==> src/rtl/mem_map_pkg.sv <==
// Memory map constants and FSM state type shared by the copy master and
// its bench.
//   ROM_LO..ROM_HI : read-only region (legal copy source, never a target)
//   RAM_LO..RAM_HI : read/write region (legal source and destination)
//   copy_state_t   : state encoding of the copy FSM, also used on the
//                    state_dbg port
package mem_map_pkg;

  localparam logic [31:0] ROM_LO = 32'd0;
  localparam logic [31:0] ROM_HI = 32'd152099;
  localparam logic [31:0] RAM_LO = 32'd152100;
  localparam logic [31:0] RAM_HI = 32'd305735;

  typedef enum logic [2:0] {
    S_IDLE,
    S_CHECK,
    S_READ,
    S_WRITE,
    S_DONE
  } copy_state_t;

endpackage

==> src/rtl/mem_copy_master_if.sv <==
// Word-wide memory bus between the copy master and a memory controller.
//   mem_addr : word address (master -> slave)
//   mem_we   : write strobe (master -> slave)
//   mem_wd   : write data (master -> slave)
//   mem_rd   : read data for mem_addr, combinational (slave -> master)
//
// Handshake: there is no valid/ready pair. The slave is always ready. A
// write takes place at the rising edge that ends a cycle with mem_we=1.
// When mem_we=0, mem_rd must be valid for mem_addr within the same cycle,
// and the master samples it at the rising edge that ends that cycle.
interface mem_copy_master_if;

  logic [31:0] mem_addr;
  logic        mem_we;
  logic [31:0] mem_wd;
  logic [31:0] mem_rd;

  modport master (
    output mem_addr,
    output mem_we,
    output mem_wd,
    input  mem_rd
  );

  modport slave (
    input  mem_addr,
    input  mem_we,
    input  mem_wd,
    output mem_rd
  );

endinterface

==> src/rtl/copy_checksum.sv <==
// 32-bit clearable accumulator. The result is the running modulo-2^32 sum
// of the words that are added.
//   clk, reset : clock and synchronous active-high reset
//   clr        : clears the sum; takes priority over add_en
//   add_en     : adds add_val to the sum at the rising edge
//   add_val    : word to add
//   sum        : registered running sum
module copy_checksum (
  input  logic        clk,
  input  logic        reset,
  input  logic        clr,
  input  logic        add_en,
  input  logic [31:0] add_val,
  output logic [31:0] sum
);

  logic [31:0] sum_d;
  logic [31:0] sum_q;

  always_comb begin
    sum_d = sum_q;
    if (clr) begin
      sum_d = '0;
    end else if (add_en) begin
      sum_d = sum_q + add_val;
    end
  end

  always_ff @(posedge clk) begin
    if (reset) begin
      sum_q <= '0;
    end else begin
      sum_q <= sum_d;
    end
  end

  assign sum = sum_q;

endmodule

==> src/rtl/mem_copy_master.sv <==
// Word-by-word memory copy engine. It checks the requested range, then
// repeats a READ then WRITE cycle pair for each word.
// Optional feature macro: MEM_COPY_CHECKSUM_EN. When it is defined, checksum
// holds the running sum of the words copied by the last request. When it is
// undefined, checksum is tied to 0.
//   clk, reset       : clock and synchronous active-high reset
//   start            : request pulse, accepted only in IDLE
//   src_addr         : first source word address, captured on an accepted start
//   dst_addr         : first destination word address, captured on an accepted start
//   length           : word count, captured on an accepted start
//   busy, done       : activity flag and one-cycle completion pulse
//   error            : range violation on the last request, held until the next start
//   checksum         : sum of the words copied (0 when the feature is off)
//   mem              : memory bus, master side
//   state_dbg        : current FSM state
module mem_copy_master #(
  parameter logic [31:0] RAM_LO = mem_map_pkg::RAM_LO,
  parameter logic [31:0] RAM_HI = mem_map_pkg::RAM_HI
) (
  input  logic                     clk,
  input  logic                     reset,
  input  logic                     start,
  input  logic [31:0]              src_addr,
  input  logic [31:0]              dst_addr,
  input  logic [31:0]              length,
  output logic                     busy,
  output logic                     done,
  output logic                     error,
  output logic [31:0]              checksum,
  mem_copy_master_if.master        mem,
  output mem_map_pkg::copy_state_t state_dbg
);

  import mem_map_pkg::*;

  copy_state_t state_d,   state_q;
  logic [31:0] src_ptr_d, src_ptr_q;
  logic [31:0] dst_ptr_d, dst_ptr_q;
  logic [31:0] count_d,   count_q;
  logic        busy_d,    busy_q;
  logic        done_d,    done_q;
  logic        error_d,   error_q;
  logic [31:0] mem_addr_d, mem_addr_q;
  logic        mem_we_d,   mem_we_q;
  // mem_wd_q is the data register: it captures mem_rd at the READ edge and
  // then drives the write data during WRITE.
  logic [31:0] mem_wd_d,   mem_wd_q;

  // The range arithmetic uses 33 bits, so a wrap past 2^32 shows up as a
  // value above RAM_HI instead of wrapping back into range. The end-address
  // checks apply only for a non-empty copy. Otherwise length-1 would
  // underflow and a zero-length request would be flagged.
  logic [32:0] dst_end;
  logic [32:0] src_end;
  logic        range_err;

  assign dst_end   = {1'b0, dst_ptr_q} + {1'b0, count_q} - 33'd1;
  assign src_end   = {1'b0, src_ptr_q} + {1'b0, count_q} - 33'd1;
  assign range_err = (dst_ptr_q < RAM_LO) ||
                     ((count_q != 32'd0) &&
                      ((dst_end > {1'b0, RAM_HI}) || (src_end > {1'b0, RAM_HI})));

  // Bus outputs are computed from the next state, so each registered output
  // matches the state it belongs to.
  always_comb begin
    state_d    = state_q;
    src_ptr_d  = src_ptr_q;
    dst_ptr_d  = dst_ptr_q;
    count_d    = count_q;
    busy_d     = busy_q;
    done_d     = 1'b0;
    error_d    = error_q;
    mem_addr_d = '0;
    mem_we_d   = 1'b0;
    mem_wd_d   = '0;

    case (state_q)
      S_IDLE: begin
        if (start) begin
          state_d   = S_CHECK;
          src_ptr_d = src_addr;
          dst_ptr_d = dst_addr;
          count_d   = length;
          busy_d    = 1'b1;
          error_d   = 1'b0;
        end
      end

      S_CHECK: begin
        if (range_err) begin
          state_d = S_DONE;
          error_d = 1'b1;
          done_d  = 1'b1;
        end else if (count_q == 32'd0) begin
          state_d = S_DONE;
          done_d  = 1'b1;
        end else begin
          state_d    = S_READ;
          mem_addr_d = src_ptr_q;
        end
      end

      S_READ: begin
        state_d    = S_WRITE;
        mem_addr_d = dst_ptr_q;
        mem_we_d   = 1'b1;
        mem_wd_d   = mem.mem_rd;
      end

      S_WRITE: begin
        src_ptr_d = src_ptr_q + 32'd1;
        dst_ptr_d = dst_ptr_q + 32'd1;
        count_d   = count_q - 32'd1;
        if (count_q == 32'd1) begin
          state_d = S_DONE;
          done_d  = 1'b1;
        end else begin
          state_d    = S_READ;
          mem_addr_d = src_ptr_d;
        end
      end

      S_DONE: begin
        state_d = S_IDLE;
        busy_d  = 1'b0;
      end

      default: begin
        state_d = S_IDLE;
        busy_d  = 1'b0;
      end
    endcase
  end

  always_ff @(posedge clk) begin
    if (reset) begin
      state_q    <= S_IDLE;
      src_ptr_q  <= '0;
      dst_ptr_q  <= '0;
      count_q    <= '0;
      busy_q     <= 1'b0;
      done_q     <= 1'b0;
      error_q    <= 1'b0;
      mem_addr_q <= '0;
      mem_we_q   <= 1'b0;
      mem_wd_q   <= '0;
    end else begin
      state_q    <= state_d;
      src_ptr_q  <= src_ptr_d;
      dst_ptr_q  <= dst_ptr_d;
      count_q    <= count_d;
      busy_q     <= busy_d;
      done_q     <= done_d;
      error_q    <= error_d;
      mem_addr_q <= mem_addr_d;
      mem_we_q   <= mem_we_d;
      mem_wd_q   <= mem_wd_d;
    end
  end

`ifdef MEM_COPY_CHECKSUM_EN
  logic ck_clr;
  logic ck_add;

  assign ck_clr = (state_q == S_IDLE) && start;
  assign ck_add = (state_q == S_READ);

  copy_checksum u_checksum (
    .clk     (clk),
    .reset   (reset),
    .clr     (ck_clr),
    .add_en  (ck_add),
    .add_val (mem.mem_rd),
    .sum     (checksum)
  );
`else
  assign checksum = '0;
`endif

  assign busy         = busy_q;
  assign done         = done_q;
  assign error        = error_q;
  assign mem.mem_addr = mem_addr_q;
  assign mem.mem_we   = mem_we_q;
  assign mem.mem_wd   = mem_wd_q;
  assign state_dbg    = state_q;

endmodule

==> src/flat_wrapper.sv <==
// flat-port wrapper written by rule: the top's interface ports become plain ports
module mem_copy_master_flat import mem_map_pkg::*;
#(
  parameter logic [31:0] RAM_LO = mem_map_pkg::RAM_LO,
  parameter logic [31:0] RAM_HI = mem_map_pkg::RAM_HI
)
  (clk, reset, start, src_addr, dst_addr, length, busy, done, error, checksum, state_dbg, mem_mem_addr, mem_mem_we, mem_mem_wd, mem_mem_rd);
  mem_copy_master_if mem_i ();
  input  logic clk;
  input  logic reset;
  input  logic start;
  input  logic [31:0] src_addr;
  input  logic [31:0] dst_addr;
  input  logic [31:0] length;
  output logic busy;
  output logic done;
  output logic error;
  output logic [31:0] checksum;
  output mem_map_pkg::copy_state_t state_dbg;
  output wire logic [$bits(mem_i.mem_addr)-1:0] mem_mem_addr;
  output wire logic [$bits(mem_i.mem_we)-1:0] mem_mem_we;
  output wire logic [$bits(mem_i.mem_wd)-1:0] mem_mem_wd;
  input wire logic [$bits(mem_i.mem_rd)-1:0] mem_mem_rd;
  assign mem_mem_addr = mem_i.mem_addr;
  assign mem_mem_we = mem_i.mem_we;
  assign mem_mem_wd = mem_i.mem_wd;
  assign mem_i.mem_rd = mem_mem_rd;
  mem_copy_master #(.RAM_LO(RAM_LO), .RAM_HI(RAM_HI)) u_core (.clk(clk), .reset(reset), .start(start), .src_addr(src_addr), .dst_addr(dst_addr), .length(length), .busy(busy), .done(done), .error(error), .checksum(checksum), .mem(mem_i), .state_dbg(state_dbg));
endmodule
==> config.mk <==
export PLATFORM = sky130hd
export DESIGN_NAME = mem_copy_master_flat
export DESIGN_NICKNAME = d
export VERILOG_FILES = /design/src/rtl/mem_map_pkg.sv /design/src/rtl/mem_copy_master_if.sv /design/src/rtl/copy_checksum.sv /design/src/rtl/mem_copy_master.sv /design/src/flat_wrapper.sv
export SDC_FILE = /design/constraint.sdc
export NUM_CORES = 1
export LEC_CHECK = 0
export CAP_MARGIN = 20
export CELL_PAD_IN_SITES_DETAIL_PLACEMENT = 1
export CELL_PAD_IN_SITES_GLOBAL_PLACEMENT = 2
export CORE_MARGIN = 4
export CORE_UTILIZATION = 33
export CTS_BUF_LIST = sky130_fd_sc_hd__clkbuf_4 sky130_fd_sc_hd__clkbuf_8 sky130_fd_sc_hd__clkbuf_16
export DETAILED_ROUTE_END_ITERATION = 12
export PLACE_DENSITY = 0.86
export SYNTH_ARGS = -nofsm -noshare
export SYNTH_HDL_FRONTEND = slang
export SYNTH_SLANG_ARGS = --single-unit
==> constraint.sdc <==
create_clock -name clk -period 6.4 [get_ports clk]
set_input_delay 1.6 -clock clk [delete_from_list [all_inputs] [get_ports clk]]
set_output_delay 1.6 -clock clk [all_outputs]
set_load 0.02 [all_outputs]
# Word-level counts from Yosys, hierarchy flattened
# Cells that the tools add are included.
dict set report classes {
  eq_ne 6
  shifts 0
  n_reduce_logical 13
  magnitude_cmp 3
  bitwise_logic 2
  muxes 25
  n_div 0
  multipliers 0
  n_addsub 7
}
# op n
set ops {}
lappend ops {{$mux 32} 6}
lappend ops {{$pmux 32 s2} 3}
lappend ops {{$pmux 32 s3} 1}
lappend ops {{$add 32x32->33} 2}
lappend ops {{$gt 33x19->1 const B} 2}
lappend ops {{$sub 33x1->33 const B} 2}
lappend ops {{$add 32x1->32 const B} 2}
lappend ops {{$eq 32x1->1 const B} 1}
lappend ops {{$logic_not 32->1} 1}
lappend ops {{$lt 32x18->1 const B} 1}
lappend ops {{$reduce_bool 32->1} 1}
lappend ops {{$sub 32x1->32 const B} 1}
lappend ops {{$mux 3} 4}
lappend ops {{$pmux 3 s4} 1}
lappend ops {{$mux 1} 7}
lappend ops {{$eq 3x2->1 const B} 2}
lappend ops {{$pmux 1 s2} 3}
lappend ops {{$reduce_and 2->1} 2}
lappend ops {{$reduce_bool 2->1} 2}
lappend ops {{$eq 3x1->1 const B} 1}
lappend ops {{$logic_not 3->1} 1}
lappend ops {{$reduce_and 3->1} 1}
lappend ops {{$reduce_or 3->1} 1}
lappend ops {{$logic_or 1x1->1} 2}
lappend ops {{5 further kinds} 6}
dict set report word_totals {
  latchBits 0
  n_memories 0
  mem_bits_rw 0
  in_bits 131
  elab_cells 66
  mem_bits_ro 0
  register_bits 167
  out_inout_bits 103
}

# Longest topological paths before layout
# Gate-level depths: netlist of run 1.
dict set report logic_depth {
  word_depth 8
  mapped_depth 18
  depth_no_buf 16
}

# Least setup slack after synthesis of run 1
# No wires, ideal clock.
dict set report synth_timing {
  path_type {flip-flop to flip-flop}
  startpoint {register u_core.src_ptr_q[1]}
  endpoint {register u_core.mem_addr_q[6], in the netlist u_core.mem.mem_addr[6]}
  setup_time_ns 0.085
  path_slack_ns 2.366
  stages_incl_launch_ff 18
  required_ns 6.315
  period_less_slack_ns 4.034
  n_path_buf 1
  arrival_time_ns 3.948
  path_cell_list {dfxtp_1 > inv_1 > ha_1 > inv_1 > ha_1 > fa_1 > a21o_1 > a221oi_2 > or4_1 > a21oi_1 > a21bo_2 > a311oi_4 > xnor2_1 > or4_4 > nor4_4 > nand4b_4 > buf_6 > a211oi_2}
}
dict set report synth_via {
  elab_chain_len 8
  word_cells_on_any_way 10
  cone_classes {add/sub (3); order compare (1); mux (3); reduce/logical (3)}
}
# item line
set synth_lines {}
lappend synth_lines {{start, declared} mem_copy_master.sv:37} ;# logic [31:0] src_ptr_d, src_ptr_q;
lappend synth_lines {{start signal, assigned} mem_copy_master.sv:149} ;# src_ptr_q <= src_ptr_d;
lappend synth_lines {{$add 32x32->33} mem_copy_master.sv:58} ;# assign src_end = {1'b0, src_ptr_q} + {1'b0, count_q} - 33'd1;
lappend synth_lines {{$sub 33x1->33} mem_copy_master.sv:58}
lappend synth_lines {{$gt 33x19->1} mem_copy_master.sv:61} ;# ((dst_end > {1'b0, RAM_HI}) || (src_end > {1'b0, RAM_HI})));
lappend synth_lines {{$logic_or 1x1->1} mem_copy_master.sv:61}
lappend synth_lines {{$logic_and 1x1->1} mem_copy_master.sv:60} ;# ((count_q != 32'd0) &&
lappend synth_lines {{$logic_or 1x1->1} mem_copy_master.sv:59} ;# assign range_err = (dst_ptr_q < RAM_LO) ||
lappend synth_lines {{$mux 32} mem_copy_master.sv:90} ;# if (range_err) begin
lappend synth_lines {{$pmux 32 s3 *} mem_copy_master.sv:77} ;# case (state_q)
lappend synth_lines {{end signal, assigned} mem_copy_master.sv:155} ;# mem_addr_q <= mem_addr_d;
lappend synth_lines {{end, declared} mem_copy_master.sv:43} ;# logic [31:0] mem_addr_d, mem_addr_q;
# Every way passes the cells marked *; elsewhere a longest branch is shown, timed or not.
# A chain may end at the register's enable or synchronous reset.

# Worst setup path in the final report of run 1
dict set report layout_timing {
  startpoint {register u_core.dst_ptr_q[7]}
  endpoint {register u_core.mem_addr_q[5], in the netlist u_core.mem.mem_addr[5]}
}
dict set report layout_via {
  elab_chain_len 8
  word_cells_on_any_way 9
  cone_classes {add/sub (2); order compare (2); mux (2); reduce/logical (3)}
}
# item line
set layout_lines {}
lappend layout_lines {{start, declared} mem_copy_master.sv:38} ;# logic [31:0] dst_ptr_d, dst_ptr_q;
lappend layout_lines {{start signal, assigned} mem_copy_master.sv:150} ;# dst_ptr_q <= dst_ptr_d;
lappend layout_lines {{$add 32x32->33} mem_copy_master.sv:57} ;# assign dst_end = {1'b0, dst_ptr_q} + {1'b0, count_q} - 33'd1;
lappend layout_lines {{$sub 33x1->33} mem_copy_master.sv:57}
lappend layout_lines {{$gt 33x19->1} mem_copy_master.sv:61}
lappend layout_lines {{$logic_or 1x1->1} mem_copy_master.sv:61}
lappend layout_lines {{$logic_and 1x1->1} mem_copy_master.sv:60}
lappend layout_lines {{$logic_or 1x1->1 *} mem_copy_master.sv:59}
lappend layout_lines {{$mux 32 *} mem_copy_master.sv:90}
lappend layout_lines {{$pmux 32 s3 *} mem_copy_master.sv:77}
# Marks and branches as above.

==> out/qor.yml, run 1 <==
worst_setup_path:
  reg2regPathDepth: 14
  startpoint: "u_core.dst_ptr_q[7]"
  critPathCapture: "u_core.mem.mem_addr[5]"
  regToRegSetupSlack_ps: 1110
  worstPathArrival_ps: 5660
  rr_endpoint: "u_core.mem.mem_addr[5]"
  required_ps: 6770
  criticalPathCategory: "reg2reg"
  worstPathMaxFanout: 32
  startpoint_type: "register"
  worstReg2RegStart: "u_core.dst_ptr_q[7]"
  critPathCaptureType: "register"
clock_network:
  clockBufferDepth: 2
  postCtsSetupBuffers: 0
  cts.root.buffer_cell: "clkbuf_16"
  clk_latency_ps: 460
  numCtsBuffers: 17
  hold_buffers: 0
  cts_resized: 0
  cts.sink_count: 167
  h-tree-depth: 4
  clkTransAtPathRegs_ps: 80
  cts_tree: "done"
global_routing:
  grt_pass1_wl_microns: 85000
  grt.overflow.total: 0
  grt_antenna_before_repair: 0
  first_global_vias: 15200
  grt_max_degree: 74
  grt_usage_pct: 23.6
sta:
  rsz0062_at_grt: "false"
  slew_violations: 0
  min_period_ps: 5290
  max-slew-margin-rel_pct: 28.7
  hold_viol: 0
  fin_setup_tns_ps: 0
  finalClockSkew_ps: 13.4
  setup_viol: 0
  fmax_mhz: 189
  fin_crit_sh_pct: 82.7
  worstMarginPinSlew_ps: 1070
die:
  fp.coreArea_sq_mm: 0.0412
  dieArea_sq_mm: 0.0454
  io_pins: 234
  start_util_pct: 33.7
  rows: 74
  dieWidth_microns: 213
  die_y_microns: 213
logic_synthesis:
  synth.avg_cell_area_sq_um: 7.18
  synth_top_area_share_pct: 24.1
  ys_types: 79
  yosys.area.top_type: "dfxtp_1"
  ys.flop_type: "dfxtp_1"
  ys_top_cells_by_area: "dfxtp_1 24%, ha_1 12%, a21oi_1 7.0%"
  ys_warn_count: 0
  ys_seq_elements: 167
  synth_edf_count: 0
  synthArstFlopShare_pct: 0
  synthCells: 1934
  syn_area_sq_mm: 0.0139
  yosysSeqAreaShare_pct: 24.1
worst_hold_path:
  min_from: "u_core.count_q[5]"
  holdPathStages: 2
  holdCritPathClass: "reg2reg"
route:
  wl_per_cell_microns: 21.2
  vias: 14800
  drc: 0
  ant_nets: 0
  viasPerCell: 5.66
  drt_iter0_markers: 831
  dr.pass1.iters: 7
  wirelength_microns: 55200
power:
  p_int_uw: 2390
  ir_worst_vdd_mv: 0.136
  pwr-share-clk_pct: 26.2
  power.switching_uw: 1850
  power_uw: 4240
  p_sw_share_pct: 43.6
  p_seq_share_pct: 27.4
  leakagePower_uw: 0.00664
  p_per_area_mw_per_mm2: 252
  p_comb_share_pct: 46.4
finish:
  layout_commonest_cell: "inv_1"
  seq_area_sq_mm: 0.00334
  n_antenna_cell: 0
  syn_to_final_growth_pct: 21.0
  n_fill_cell: 5130
  final_util_pct: 40.8
  final_nets: 2326
  drive_above_1_share_pct: 4.24
  mostFrequentLayoutCells: "239 x inv_1, 200 x clkdlybuf4s50_1, 193 x a21oi_1"
  fin_cells: 2608
  multi_input_area_sq_mm: 0.00915
  final_cell_area_sq_mm: 0.0168
placed_design:
  placed_area_sq_mm: 0.0162
  dp.cells: 2575
  io_buffers: 201
  place_congestion: 0.896
  dp_hpwl_microns: 42900
run:
  max-cap-violations: 0
outcome:
  status: "finished, final reports clean"
==> area by class of cell <==
cell class                      instances  share of cell area, %
Multi-Input combinational cell       1424                   54.4
Sequential cell                       167                   19.9
Timing Repair Buffer                  214                   12.6
Inverter                              239                   5.34
Tap cell                              532                   3.96
Clock buffer                           17                   2.53
Clock inverter                         15                   1.23
==> power by group through the flow <==
stage / Combinational [uW] / Sequential, uW / Clock [uW]
2_1_floorplan: 1400 / 1150 / 0
3_3_place_gp: 1910 / 1180 / 0
3_5_place_dp: 1950 / 1180 / 0
4_1_cts: 1960 / 1160 / 1130
5_1_grt: 2180 / 1170 / 1180
6_report: 1970 / 1160 / 1110
==> layer usage <==
| metal | global-route usage (%) | vias to the layer above | wire length (microns) | part of all wire, % |
|---|---|---|---|---|
| li1 | - | 7107 | - | - |
| met1 | 30.1 | 7197 | 24200 | 44 |
| met2 | 41.4 | 358 | 27200 | 49 |
| met3 | 2.53 | 89 | 1870 | 3.4 |
| met4 | 8.22 | 0 | 1890 | 3.4 |
| met5 | 0 | - | 0 | 0 |
==> stage by stage <==
step                      setup slack [ps]  hold WS, ps
after global placement                1320          453
after floorplan                       2370          444
final                                 1110          483
after detailed placement              1230          468
after global routing                   825          505
after CTS                             1130          479
==> cell usage after synthesis, types with 32 or more instances <==
cell        n
a31oi_1    38
and2_1     39
inv_1     239
nor3_1     66
o21ai_0    94
clkbuf_1   87
a221oi_1   32
nand2_1   185
buf_4      32
ha_1      130
a21oi_1   193
nor2_1    157
nand3_1    57
nand4_1    32
dfxtp_1   167
==> cell families (layout without fill, tap and decap cells) <==
kind of cell | count (synthesis) | in the layout | synth area share (%)
compound gates | 565 | 565 | 26.9
fa+ha+maj | 132 | 132 | 12.0
xor+xnor | 44 | 44 | 2.78
buf+inv | 374 | 485 | 11.2
other cells | 1 | 32 | 0.0270
flops | 167 | 167 | 24.1
mux | 7 | 7 | 0.505
simple gates | 644 | 644 | 22.5
==> worst max-delay path, stage by stage, from the launching register on <==
cell	delay (ps)
dfxtp_1	500
inv_1	160
ha_1	300
inv_1	40
ha_1	360
a21oi_1	410
o211ai_1	170
o2bb2ai_1	230
a211oi_1	610
nor4_1	170
mux2i_1	170
or4_4	550
nor4_4	410
nand4b_4	660
a211oi_1	440
==> sequential cells by signal, summed over array words and instances, names as in the netlist <==
signal               flops
u_core.error             1
u_core.dst_ptr_q        32
u_core.done              1
u_core.mem.mem_addr     32
u_core.busy              1
u_core.src_ptr_q        32
u_core.mem.mem_we        1
u_core.count_q          32
u_core.mem.mem_wd       32
u_core.state_dbg         3
==> how the worst min path moves through the flow <==
stage	end	slack (ps)
6_report	u_core.count_q[5]	480
5_1_grt	u_core.count_q[5]	510
4_1_cts	u_core.count_q[5]	480
3_5_place_dp	u_core.count_q[5]	470
3_3_place_gp	u_core.count_q[5]	450
2_1_floorplan	u_core.count_q[5]	440
No activity file was read; power rests on OpenSTA's default activity.
==> run 2, diff against run 1 <==
--- a/config.mk
+++ b/config.mk
@@ -9,10 +9,10 @@
 export CELL_PAD_IN_SITES_DETAIL_PLACEMENT = 1
 export CELL_PAD_IN_SITES_GLOBAL_PLACEMENT = 2
 export CORE_MARGIN = 4
-export CORE_UTILIZATION = 33
+export CORE_UTILIZATION = 28
 export CTS_BUF_LIST = sky130_fd_sc_hd__clkbuf_4 sky130_fd_sc_hd__clkbuf_8 sky130_fd_sc_hd__clkbuf_16
 export DETAILED_ROUTE_END_ITERATION = 12
-export PLACE_DENSITY = 0.86
+export PLACE_DENSITY = 0.78
 export SYNTH_ARGS = -nofsm -noshare
 export SYNTH_HDL_FRONTEND = slang
 export SYNTH_SLANG_ARGS = --single-unit
==> constraint.sdc (replaced) <==
create_clock -name clk -period 4.7 [get_ports clk]
set_input_delay 1.175 -clock clk [delete_from_list [all_inputs] [get_ports clk]]
set_output_delay 1.175 -clock clk [all_outputs]
set_load 0.02 [all_outputs]
==> run 2 against run 1 <==
  * Wire length grew 4.3%
  * Global-route usage shrank 2.8 points
  * Highest routed layer unchanged
  * First-iteration DRC count grew 4.9%
  * Sequential power grew 34%
  * Critical path depth grew 5
  * Via count grew 1.4%
  * Largest power group unchanged
  * Worst hold slack lost 3.9 ps
  * Combinational power grew 44%
==> out/qor.yml, run 2 (synthesis results as in run 1) <==
route:
  viasPerCell: 5.34  # was 5.66
  vias: 15000  # was 14800
  drt_iter0_markers: 872  # was 831
  wl_per_cell_microns: 20.6  # was 21.2 microns
  ant_nets: 0  # unchanged
  drc: 0  # unchanged
  dr.pass1.iters: 7  # unchanged
  wirelength_microns: 57600  # was 55200 microns
worst_setup_path:
  critPathCaptureType: "register"  # unchanged
  criticalPathCategory: "reg2reg"  # unchanged
  reg2regPathDepth: 19  # was 14
  worst-path-stages: 19  # was 14
  critPathSlowestCell: "or4_4"  # was nand4b_4
  crit_buf_inv: 5  # was 2
  regToRegSetupSlack_ps: 200  # was 1110 ps
  worstReg2RegStart: "u_core.count_q[1]"  # was u_core.dst_ptr_q[7]
  worstPathMaxFanout: 7  # was 32
  required_ps: 5080  # was 6770 ps
  rr_endpoint: "u_core.mem.mem_addr[7]"  # was u_core.mem.mem_addr[5]
  crit_family: "compound AO/OA/AOI/OAI gates"  # unchanged
  startpoint_type: "register"  # unchanged
  worstPathArrival_ps: 4880  # was 5660 ps
  worstPathCellList: "inv_2, ha_1, inv_1, ha_2, fa_2, a21o_1, a221oi_4, or4_4, a21oi_2, a21bo_2, a311oi_4, xnor2_1, or4_4, nor4_4, buf_4, nand4b_4, buf_4, buf_12, a211oi_2"  # was inv_1, ha_1, inv_1, ha_1, a21oi_1, o211ai_1, o2bb2ai_1, a211oi_1, nor4_1, mux2i_1, or4_4, nor4_4, nand4b_4, a211oi_1
  slowest_delay_ps: 550  # was 660 ps
clock_network:
  cts.root.buffer_cell: "clkbuf_16"  # unchanged
  clk_latency_ps: 470  # was 460 ps
  cts.sink_count: 167  # unchanged
  cts_tree: "done"  # unchanged
  h-tree-depth: 4  # unchanged
  clkTransAtPathRegs_ps: 90  # was 80 ps
  clockBufferDepth: 2  # unchanged
  hold_buffers: 0  # unchanged
  numCtsBuffers: 17  # unchanged
die:
  dieWidth_microns: 231  # was 213 microns
  die_y_microns: 231  # was 213 microns
  rows: 81  # was 74
  fp.coreArea_sq_mm: 0.0490  # was 0.0412 sq mm
  start_util_pct: 28.4  # was 33.7%
  io_pins: 234  # unchanged
  dieArea_sq_mm: 0.0532  # was 0.0454 sq mm
global_routing:
  grt_pass1_wl_microns: 88200  # was 85000 microns
  grt_usage_pct: 20.8  # was 23.6%
  first_global_vias: 15100  # was 15200
  grt.overflow.total: 0  # unchanged
  grt_max_degree: 68  # was 74
  grt_antenna_before_repair: 0  # unchanged
placed_design:
  placed_area_sq_mm: 0.0168  # was 0.0162 sq mm
  io_buffers: 201  # unchanged
  dp_hpwl_microns: 44800  # was 42900 microns
  place_congestion: 0.904  # was 0.896
  dp.cells: 2760  # was 2575
finish:
  seq_area_sq_mm: 0.00335  # was 0.00334 sq mm
  multi_input_area_sq_mm: 0.00923  # was 0.00915 sq mm
  n_antenna_cell: 0  # unchanged
  final_nets: 2388  # was 2326
  drive_above_1_share_pct: 7.86  # was 4.24%
  mostFrequentLayoutCells: "238 x inv_1, 200 x clkdlybuf4s50_1, 190 x a21oi_1"  # was 239 x inv_1, 200 x clkdlybuf4s50_1, 193 x a21oi_1
  syn_to_final_growth_pct: 26.9  # was 21.0%
  final_cell_area_sq_mm: 0.0176  # was 0.0168 sq mm
  layout_commonest_cell: "inv_1"  # unchanged
  fin_cells: 2802  # was 2608
  n_fill_cell: 6045  # was 5130
power:
  leakagePower_uw: 0.00701  # was 0.00664 uW
  p_sw_share_pct: 43.6  # about the same
  ir_worst_vdd_mv: 0.220  # was 0.136 mV
  pwr-share-clk_pct: 26.0  # was 26.2%
  p_comb_share_pct: 47.7  # was 46.4%
  power_uw: 5940  # was 4240 uW
  power.switching_uw: 2590  # was 1850 uW
  p_per_area_mw_per_mm2: 337  # was 252 mW/mm^2
  p_seq_share_pct: 26.2  # was 27.4%
  p_int_uw: 3350  # was 2390 uW
sta:
  min_period_ps: 4500  # was 5290 ps
  fmax_mhz: 222  # was 189 MHz
  fin_setup_tns_ps: 0  # unchanged
  hold_viol: 0  # unchanged
  finalClockSkew_ps: 19.5  # was 13.4 ps
  slew_violations: 0  # unchanged
  fin_crit_sh_pct: 95.8  # was 82.7%
  holdWs_ps: 479  # was 483 ps
  max-slew-margin-rel_pct: 41.3  # was 28.7%
  setup_viol: 0  # unchanged
  worstMarginPinSlew_ps: 881  # was 1070 ps
run:
  max-cap-violations: 0  # unchanged
worst_hold_path:
  min_from: "u_core.count_q[5]"  # unchanged
  holdCritPathClass: "reg2reg"  # unchanged
  min_to: "u_core.count_q[5]"  # unchanged
  holdPathStages: 2  # unchanged
outcome:
  status: "finished, final reports clean"  # unchanged
## run 2: tightest hold or removal path: stages (launching register included)
cell,delay (ps)
dfxtp_1,320
nand3_1,60
a21oi_1,50
## run 2: how the worst max path moves through the flow
stage                              startpoint                 endpoint  slack, ps
final                       u_core.count_q[1]   u_core.mem.mem_addr[7]        200
after global routing       u_core.count_q[13]   u_core.mem.mem_addr[7]        -20
after CTS                   u_core.count_q[1]   u_core.mem.mem_addr[5]          8
after detailed placement    u_core.count_q[1]  u_core.mem.mem_addr[26]        -40
after global placement      u_core.count_q[1]  u_core.mem.mem_addr[26]         90
after floorplan           u_core.src_ptr_q[1]   u_core.mem.mem_addr[6]        670
## run 2: through the flow
step                utilization [%]  setup slack, ps
floorplan                         -              666
global placement               34.2             86.6
detailed placement             34.2            -36.7
CTS                            35.6             8.15
global route                   36.0            -21.1
finish                         36.0              199
## run 2: layout make-up
type	instances	area share, %
Clock buffer	17	2.41
Sequential cell	167	19.0
Multi-Input combinational cell	1424	52.4
Timing Repair Buffer	276	15.2
Tap cell	664	4.71
Inverter	239	5.09
Clock inverter	15	1.19
## run 2: routing by layer
| metal | global-route usage (%) | up-vias | wire length (microns) |
|---|---|---|---|
| li1 | - | 7224 | - |
| met1 | 27.1 | 7361 | 25900 |
| met2 | 36.7 | 310 | 28500 |
| met3 | 2.65 | 56 | 2070 |
| met4 | 4.62 | 0 | 1150 |
| met5 | 0 | - | 0 |
## run 2: what timing repair did
action,CTS,global route
endpoints found under the hold margin,0,0
pin swaps,3,11
buffers inserted,1,6
gates resized for setup,5,21
cloned,0,3
setup endpoints to repair,19,36
## run 2: power groups by stage
stage | combinational, uW | sequential (uW) | clock (uW)
after detailed placement | 2760 | 1590 | 0
after CTS | 2790 | 1560 | 1570
final | 2840 | 1560 | 1550
after floorplan | 1900 | 1570 | 0
after global placement | 2700 | 1580 | 0
after global routing | 3150 | 1570 | 1630
